$ cat src/rtl/hazard_unit_param_if.sv
// Bundle of pipeline hazard signals shared between the datapath and the hazard unit.
// The master drives the pipeline status; the slave returns stall/flush/forward controls.
interface hazard_unit_param_if #(
    parameter int REG_AW = 5
) ();
    logic              RegWriteE;
    logic              RegWriteM;
    logic              RegWriteW;
    logic              ResultSrcE;
    logic              PcSrcE;
    logic              McValidE;
    logic              McDoneE;
    logic [REG_AW-1:0] Rs1D;
    logic [REG_AW-1:0] Rs2D;
    logic [REG_AW-1:0] Rs1E;
    logic [REG_AW-1:0] Rs2E;
    logic [REG_AW-1:0] RdE;
    logic [REG_AW-1:0] RdM;
    logic [REG_AW-1:0] RdW;
    logic              stallF;
    logic              stallD;
    logic              stallE;
    logic              FlushD;
    logic              FlushE;
    logic              FlushM;
    logic [1:0]        ForwardAE;
    logic [1:0]        ForwardBE;
    logic              McTimeout;

    modport master (
        output RegWriteE, RegWriteM, RegWriteW, ResultSrcE, PcSrcE, McValidE, McDoneE,
        output Rs1D, Rs2D, Rs1E, Rs2E, RdE, RdM, RdW,
        input  stallF, stallD, stallE, FlushD, FlushE, FlushM, ForwardAE, ForwardBE, McTimeout
    );

    modport slave (
        input  RegWriteE, RegWriteM, RegWriteW, ResultSrcE, PcSrcE, McValidE, McDoneE,
        input  Rs1D, Rs2D, Rs1E, Rs2E, RdE, RdM, RdW,
        output stallF, stallD, stallE, FlushD, FlushE, FlushM, ForwardAE, ForwardBE, McTimeout
    );
endinterface

$ cat src/rtl/hazard_unit_param.sv
// Hazard controller for the 5-stage pipeline: M/W forwarding, load-use stalls of
// configurable length, and multicycle E-unit stalls with a sticky busy-timeout flag.
module hazard_unit_param #(
    parameter int REG_AW         = 5,
    parameter int LOAD_STALL_CYC = 2,
    parameter int MC_TIMEOUT     = 64
) (
    input logic                 clk,
    input logic                 reset,
    hazard_unit_param_if.slave  hz
);
    localparam int MCW = (MC_TIMEOUT > 0) ? $clog2(MC_TIMEOUT + 1) : 1;
    localparam logic [MCW-1:0] MC_LIMIT    = MCW'(MC_TIMEOUT);
    localparam logic [MCW-1:0] MC_MAX      = '1;
    localparam logic [2:0]     LOAD_RELOAD = 3'(LOAD_STALL_CYC - 1);

    typedef enum logic [1:0] {
        IDLE,
        LSTALL,
        MCBUSY
    } state_t;

    state_t         state;
    state_t         stateNext;
    logic [2:0]     lcnt;
    logic [2:0]     lcntNext;
    logic [MCW-1:0] mccnt;
    logic [MCW-1:0] mccntNext;
    logic           timeout;
    logic           timeoutSet;

    logic lwHit;
    logic mcBusy;
    logic stallF, stallD, stallE, flushD, flushE, flushM;
    logic [1:0] fwdA, fwdB;

    // RegWriteE is part of the pipeline bundle but forwarding never looks at E.
    logic unused_regwrite_e;
    assign unused_regwrite_e = hz.RegWriteE;

    assign lwHit  = hz.ResultSrcE && (hz.RdE != '0) &&
                    ((hz.Rs1D == hz.RdE) || (hz.Rs2D == hz.RdE));
    assign mcBusy = hz.McValidE && !hz.McDoneE;

    always_comb begin
        fwdA = 2'b00;
        fwdB = 2'b00;
        if (hz.RegWriteM && (hz.Rs1E != '0) && (hz.Rs1E == hz.RdM))
            fwdA = 2'b10;
        else if (hz.RegWriteW && (hz.Rs1E != '0) && (hz.Rs1E == hz.RdW))
            fwdA = 2'b01;
        if (hz.RegWriteM && (hz.Rs2E != '0) && (hz.Rs2E == hz.RdM))
            fwdB = 2'b10;
        else if (hz.RegWriteW && (hz.Rs2E != '0) && (hz.Rs2E == hz.RdW))
            fwdB = 2'b01;
    end

    // Priority in IDLE: multicycle busy, then taken branch, then load-use.
    always_comb begin
        stateNext  = state;
        lcntNext   = lcnt;
        mccntNext  = mccnt;
        timeoutSet = 1'b0;
        stallF     = 1'b0;
        stallD     = 1'b0;
        stallE     = 1'b0;
        flushD     = 1'b0;
        flushE     = 1'b0;
        flushM     = 1'b0;
        case (state)
            IDLE: begin
                if (mcBusy) begin
                    stallF    = 1'b1;
                    stallD    = 1'b1;
                    stallE    = 1'b1;
                    flushM    = 1'b1;
                    mccntNext = MCW'(1);
                    stateNext = MCBUSY;
                end else if (hz.PcSrcE) begin
                    flushD = 1'b1;
                    flushE = 1'b1;
                end else if (lwHit) begin
                    stallF = 1'b1;
                    stallD = 1'b1;
                    flushE = 1'b1;
                    if (LOAD_STALL_CYC > 1) begin
                        lcntNext  = LOAD_RELOAD;
                        stateNext = LSTALL;
                    end
                end
            end
            LSTALL: begin
                if (hz.PcSrcE) begin
                    flushD    = 1'b1;
                    flushE    = 1'b1;
                    lcntNext  = 3'd0;
                    stateNext = IDLE;
                end else begin
                    stallF   = 1'b1;
                    stallD   = 1'b1;
                    flushE   = 1'b1;
                    lcntNext = lcnt - 3'd1;
                    if (lcnt == 3'd1)
                        stateNext = IDLE;
                end
            end
            MCBUSY: begin
                if (mcBusy) begin
                    stallF = 1'b1;
                    stallD = 1'b1;
                    stallE = 1'b1;
                    flushM = 1'b1;
                    if (mccnt != MC_MAX)
                        mccntNext = mccnt + MCW'(1);
                end else begin
                    mccntNext = '0;
                    stateNext = IDLE;
                    if (hz.PcSrcE) begin
                        flushD = 1'b1;
                        flushE = 1'b1;
                    end
                end
            end
            default: stateNext = IDLE;
        endcase
        // mccntNext counts busy cycles completed, so the flag rises right after the limit-th one.
        if ((MC_TIMEOUT != 0) && stallE && (mccntNext == MC_LIMIT))
            timeoutSet = 1'b1;
    end

    // State, counters and the sticky timeout flag; reset drops any stall in progress.
    always_ff @(posedge clk) begin
        if (reset) begin
            state   <= IDLE;
            lcnt    <= 3'd0;
            mccnt   <= '0;
            timeout <= 1'b0;
        end else begin
            state <= stateNext;
            lcnt  <= lcntNext;
            mccnt <= mccntNext;
            if (timeoutSet)
                timeout <= 1'b1;
        end
    end

    // Outputs are forced low for as long as reset is held, not just after the edge.
    always_comb begin
        hz.stallF    = stallF && !reset;
        hz.stallD    = stallD && !reset;
        hz.stallE    = stallE && !reset;
        hz.FlushD    = flushD && !reset;
        hz.FlushE    = flushE && !reset;
        hz.FlushM    = flushM && !reset;
        hz.ForwardAE = reset ? 2'b00 : fwdA;
        hz.ForwardBE = reset ? 2'b00 : fwdB;
        hz.McTimeout = timeout && !reset;
    end
endmodule
$ cat src/flat_wrapper.sv
// flat-port wrapper written by rule: the top's interface ports become plain ports
module hazard_unit_param_flat 
#(
    parameter int REG_AW         = 5,
    parameter int LOAD_STALL_CYC = 2,
    parameter int MC_TIMEOUT     = 64
)
  (clk, reset, hz_RegWriteE, hz_RegWriteM, hz_RegWriteW, hz_ResultSrcE, hz_PcSrcE, hz_McValidE, hz_McDoneE, hz_Rs1D, hz_Rs2D, hz_Rs1E, hz_Rs2E, hz_RdE, hz_RdM, hz_RdW, hz_stallF, hz_stallD, hz_stallE, hz_FlushD, hz_FlushE, hz_FlushM, hz_ForwardAE, hz_ForwardBE, hz_McTimeout);
  hazard_unit_param_if #(.REG_AW(REG_AW)) hz_i ();
  input logic clk;
  input logic reset;
  input wire logic [$bits(hz_i.RegWriteE)-1:0] hz_RegWriteE;
  input wire logic [$bits(hz_i.RegWriteM)-1:0] hz_RegWriteM;
  input wire logic [$bits(hz_i.RegWriteW)-1:0] hz_RegWriteW;
  input wire logic [$bits(hz_i.ResultSrcE)-1:0] hz_ResultSrcE;
  input wire logic [$bits(hz_i.PcSrcE)-1:0] hz_PcSrcE;
  input wire logic [$bits(hz_i.McValidE)-1:0] hz_McValidE;
  input wire logic [$bits(hz_i.McDoneE)-1:0] hz_McDoneE;
  input wire logic [$bits(hz_i.Rs1D)-1:0] hz_Rs1D;
  input wire logic [$bits(hz_i.Rs2D)-1:0] hz_Rs2D;
  input wire logic [$bits(hz_i.Rs1E)-1:0] hz_Rs1E;
  input wire logic [$bits(hz_i.Rs2E)-1:0] hz_Rs2E;
  input wire logic [$bits(hz_i.RdE)-1:0] hz_RdE;
  input wire logic [$bits(hz_i.RdM)-1:0] hz_RdM;
  input wire logic [$bits(hz_i.RdW)-1:0] hz_RdW;
  output wire logic [$bits(hz_i.stallF)-1:0] hz_stallF;
  output wire logic [$bits(hz_i.stallD)-1:0] hz_stallD;
  output wire logic [$bits(hz_i.stallE)-1:0] hz_stallE;
  output wire logic [$bits(hz_i.FlushD)-1:0] hz_FlushD;
  output wire logic [$bits(hz_i.FlushE)-1:0] hz_FlushE;
  output wire logic [$bits(hz_i.FlushM)-1:0] hz_FlushM;
  output wire logic [$bits(hz_i.ForwardAE)-1:0] hz_ForwardAE;
  output wire logic [$bits(hz_i.ForwardBE)-1:0] hz_ForwardBE;
  output wire logic [$bits(hz_i.McTimeout)-1:0] hz_McTimeout;
  assign hz_i.RegWriteE = hz_RegWriteE;
  assign hz_i.RegWriteM = hz_RegWriteM;
  assign hz_i.RegWriteW = hz_RegWriteW;
  assign hz_i.ResultSrcE = hz_ResultSrcE;
  assign hz_i.PcSrcE = hz_PcSrcE;
  assign hz_i.McValidE = hz_McValidE;
  assign hz_i.McDoneE = hz_McDoneE;
  assign hz_i.Rs1D = hz_Rs1D;
  assign hz_i.Rs2D = hz_Rs2D;
  assign hz_i.Rs1E = hz_Rs1E;
  assign hz_i.Rs2E = hz_Rs2E;
  assign hz_i.RdE = hz_RdE;
  assign hz_i.RdM = hz_RdM;
  assign hz_i.RdW = hz_RdW;
  assign hz_stallF = hz_i.stallF;
  assign hz_stallD = hz_i.stallD;
  assign hz_stallE = hz_i.stallE;
  assign hz_FlushD = hz_i.FlushD;
  assign hz_FlushE = hz_i.FlushE;
  assign hz_FlushM = hz_i.FlushM;
  assign hz_ForwardAE = hz_i.ForwardAE;
  assign hz_ForwardBE = hz_i.ForwardBE;
  assign hz_McTimeout = hz_i.McTimeout;
  hazard_unit_param #(.REG_AW(REG_AW), .LOAD_STALL_CYC(LOAD_STALL_CYC), .MC_TIMEOUT(MC_TIMEOUT)) u_core (.clk(clk), .reset(reset), .hz(hz_i));
endmodule
$ cat config.mk
export PLATFORM = sky130hd
export DESIGN_NAME = hazard_unit_param_flat
export DESIGN_NICKNAME = d
export VERILOG_FILES = /design/src/rtl/hazard_unit_param_if.sv /design/src/rtl/hazard_unit_param.sv /design/src/flat_wrapper.sv
export SDC_FILE = /design/constraint.sdc
export NUM_CORES = 1
export LEC_CHECK = 0
export ABC_AREA = 1
export CORE_MARGIN = 1.5
export CORE_UTILIZATION = 44
export DETAILED_ROUTE_END_ITERATION = 10
export GPL_ROUTABILITY_DRIVEN = 0
export MAX_ROUTING_LAYER = met4
export PLACE_DENSITY = 0.81
export SYNTH_ARGS = -nofsm -noshare
export SYNTH_HDL_FRONTEND = slang
export SYNTH_SLANG_ARGS = --single-unit
$ cat constraint.sdc
create_clock -name clk -period 2.05 [get_ports clk]
set_clock_uncertainty 0.05 [all_clocks]
set_input_delay 0.41 -clock clk [delete_from_list [all_inputs] [get_ports clk]]
set_output_delay 0.41 -clock clk [all_outputs]
set_load 0.005 [all_outputs]
==> impl_metrics.py <==
metrics = {
    "final_layout": {
        "n_antenna_cell": 0,
        "drive_above_1_share_pct": 32.8,
        "n_fill_cell": 291,
        "final_common_cell": "nand2_1",
        "stdcell_count": 373,
        "layout_common_cells": "nand2_1 (64), inv_1 (30), buf_4 (30), nor2_1 (22), dlygate4sd2_1 (20)",
        "nets": 377,
        "final_util_pct": 72.1,
        "syn_to_final_growth_pct": 56.9,
    },
    "detailed_routing": {
        "drc": 0,
        "via_per_inst": 4.89,
        "drt_wl_total_um": 4080,
        "ant_nets": 0,
        "routed-via-count": 1824,
        "avgRoutedWirePerCell_um": 10.9,
        "first_iter_violations": 74,
        "drtPass1Iterations": 5,
    },
    "floorplanning": {
        "initial_core_util_pct": 45.9,
        "core_area_um2": 3050,
        "die_w_um": 59.5,
        "die_area_um2": 3540,
        "die_height_um": 59.5,
        "pin_count": 55,
        "row_count": 20,
    },
    "clock_tree": {
        "cts_made_buffers": 3,
        "cts_sinks": 13,
        "cts_buffer_depth": 2,
        "path_clk_slew_ns": 0.07,
        "cts_tree": "built",
        "clk_latency_ns": 0.28,
        "h-tree-depth": 1,
        "cts_hold_buf": 0,
        "cts-root-buf": "clkbuf_4",
    },
    "critical_path": {
        "rr_worst_depth": 11,
        "r2r_slack_ns": 0.44,
        "r2r_start": "u_core.mccnt[0]",
        "crit_buf_inv": 3,
        "cp.required_ns": 1.59,
        "max_stage_delay_ns": 0.53,
        "crit_slowest_cell": "clkdlybuf4s50_1",
        "startpoint_type": "input port",
        "path_cells": "clkdlybuf4s50_1 -> o2111ai_2 -> buf_4 -> nor2_2 -> nor3_1 -> buf_2",
        "r2r_end": "u_core.timeout",
        "crit_type": "input port to output pin",
        "crit_arrival_ns": 1.55,
        "critPathTopFamily": "buffers and inverters",
        "critPathCaptureType": "output pin",
        "critical_path.max_fanout": 2,
    },
    "min_path": {
        "holdPathStages": 2,
        "min_from": "u_core.lcnt[1]",
        "worstHoldPathType": "flip-flop to flip-flop",
        "min_delay_worst_endpoint": "u_core.lcnt[1]",
    },
    "sta": {
        "worst_pin_slew_ns": 0.296,
        "max_clock_freq_ghz": 0.498,
        "relSlewSlack_pct": 80.2,
        "finalSetupTns_ns": 0,
        "rsz0062_at_grt": "no",
        "setup_viol": 0,
        "post-route-period-util_pct": 97.9,
        "post-route-min-period_ns": 2.01,
        "finalHoldViolations": 0,
        "drv_slew": 0,
    },
    "synthesis": {
        "yosys_warnings": 0,
        "ys_top_cells_by_area": "dfxtp_1 (19%), nand2_1 (18%), inv_1 (11%)",
        "synthCells": 246,
        "synth_top_area_share_pct": 18.6,
        "synth_seq_cells": 13,
        "syn-num-nets": 293,
        "syn-cell-area_um2": 1400,
        "syn_avg_cell_area_um2": 5.70,
        "ys_types": 34,
        "synth-seq-area-share_pct": 18.6,
        "synth_top_area_cell": "dfxtp_1",
    },
    "power_and_ir_drop": {
        "p_leak_uw": 0.00115,
        "power_density_nw_per_um2": 320,
        "ir_worst_vdd_mv": 0.163,
    },
    "global_routing": {
        "antenna_found_initial": 0,
        "grtUsageTotal_pct": 24.3,
        "overflow": 0,
        "busiest_layer": "met2",
        "grtUsageMet1_pct": 30.0,
        "grt_pass1_vias": 1646,
        "met3_usage_pct": 2.62,
        "grt_max_degree": 8,
        "grt_pass1_wl_um": 6590,
        "met2_usage_pct": 42.4,
    },
    "placed_design": {
        "port_buffers": 53,
        "dpl.cell_count": 363,
        "hpwl_um": 3220,
    },
    "outcome": {
        "status": "finished clean",
    },
    "job": {
        "max-cap-violations": 0,
    },
}
synthesized netlist by cell type (all sizes together):
master / n
inv: 49
a2111oi: 1
a21boi: 1
a221oi: 1
o21bai: 1
o22ai: 3
clkbuf: 2
nor3: 4
o211ai: 1
and3: 1
or2: 5
nand2: 71
o21ai: 6
ha: 3
xnor2: 8
nor4: 3
a31oi: 2
nand2b: 1
buf: 2
nor2: 30
a211oi: 2
a21oi: 8
dfxtp: 13
xor2: 2
nand4: 5
o2111ai: 2
o21a: 1
nand3: 18
registers in the layout, summed over array words and instances (netlist names):
name / count
u_core.state: 2
u_core.lcnt: 3
u_core.timeout: 1
u_core.mccnt: 7
worst register-to-register path, stage by stage, from the launching register on:
cell      delay (ns)
dfxtp_1         0.38
ha_1            0.20
nand2_2         0.08
nor2_4          0.11
inv_2           0.06
nor2_4          0.11
inv_2           0.06
nand3_2         0.05
nand2_1         0.06
nor2_1          0.17
nand3_1         0.11
o21bai_2        0.11
what timing repair did:
item,CTS,global route
setup endpoints to repair,11,11
gates resized for setup,93,47
pin swaps,20,22
setup buffers,4,3
how the worst max path moves through the flow:
stage | cells past startpoint | start | endpoint
after global placement | 10 | hz_RdE[4] | hz_stallF
after global routing | 5 | hz_RdW[4] | hz_ForwardBE[0]
final | 6 | hz_RegWriteM | hz_ForwardBE[0]
after detailed placement | 10 | hz_RdE[4] | hz_stallD
after floorplan | 5 | hz_Rs1E[1] | hz_ForwardAE[0]
after CTS | 9 | hz_McValidE | hz_stallD
layer usage:
layer  share of wire (%)  vias up
li1                    -      944
met1                  45      813
met2                  49       63
met3                 4.7        4
met4                0.74        0
met5                   0        -
through the flow:
step           worst slack (ns)  hold slack (ns)  power, µW  area [µm²]
6_report                 0.0438            0.414        705        2200
5_1_grt                 0.00144            0.437        747        2200
3_3_place_gp             -0.611            0.399        538        2150
2_1_floorplan             0.386            0.389        381        1400
4_1_cts                  -0.166            0.413        700        2220
3_5_place_dp             -0.651            0.401        544        2150
kinds of logic after synthesis:
logic type,synth area share [%]
DFF,18.6
and+or+nand+nor,44.6
buffers and inverters,14.7
AOI/OAI and AO/OA,13.2
adders and majority gates,2.68
xor gates and xnor gates,6.24
area by class of cell:
type | instances | area, µm² | area share (%)
sequential | 13 | 260 | 11.8
inverter | 49 | 184 | 8.36
clock buffer | 4 | 26.3 | 1.19
multi-input combinational | 180 | 1040 | 47.1
timing repair buffer | 83 | 638 | 29.0
tap | 44 | 55.1 | 2.50
report_power, final:
| part | leakage, µW | total (µW) | internal, µW | switching, µW |
|---|---|---|---|---|
| Sequential | 0.000105 | 261 | 256 | 4.87 |
| Combinational | 0.00103 | 282 | 141 | 140 |
| Clock | 0.0000150 | 162 | 75.5 | 86.7 |
| Total | 0.00115 | 705 | 473 | 232 |
No activity file was read; power rests on OpenSTA's default activity.
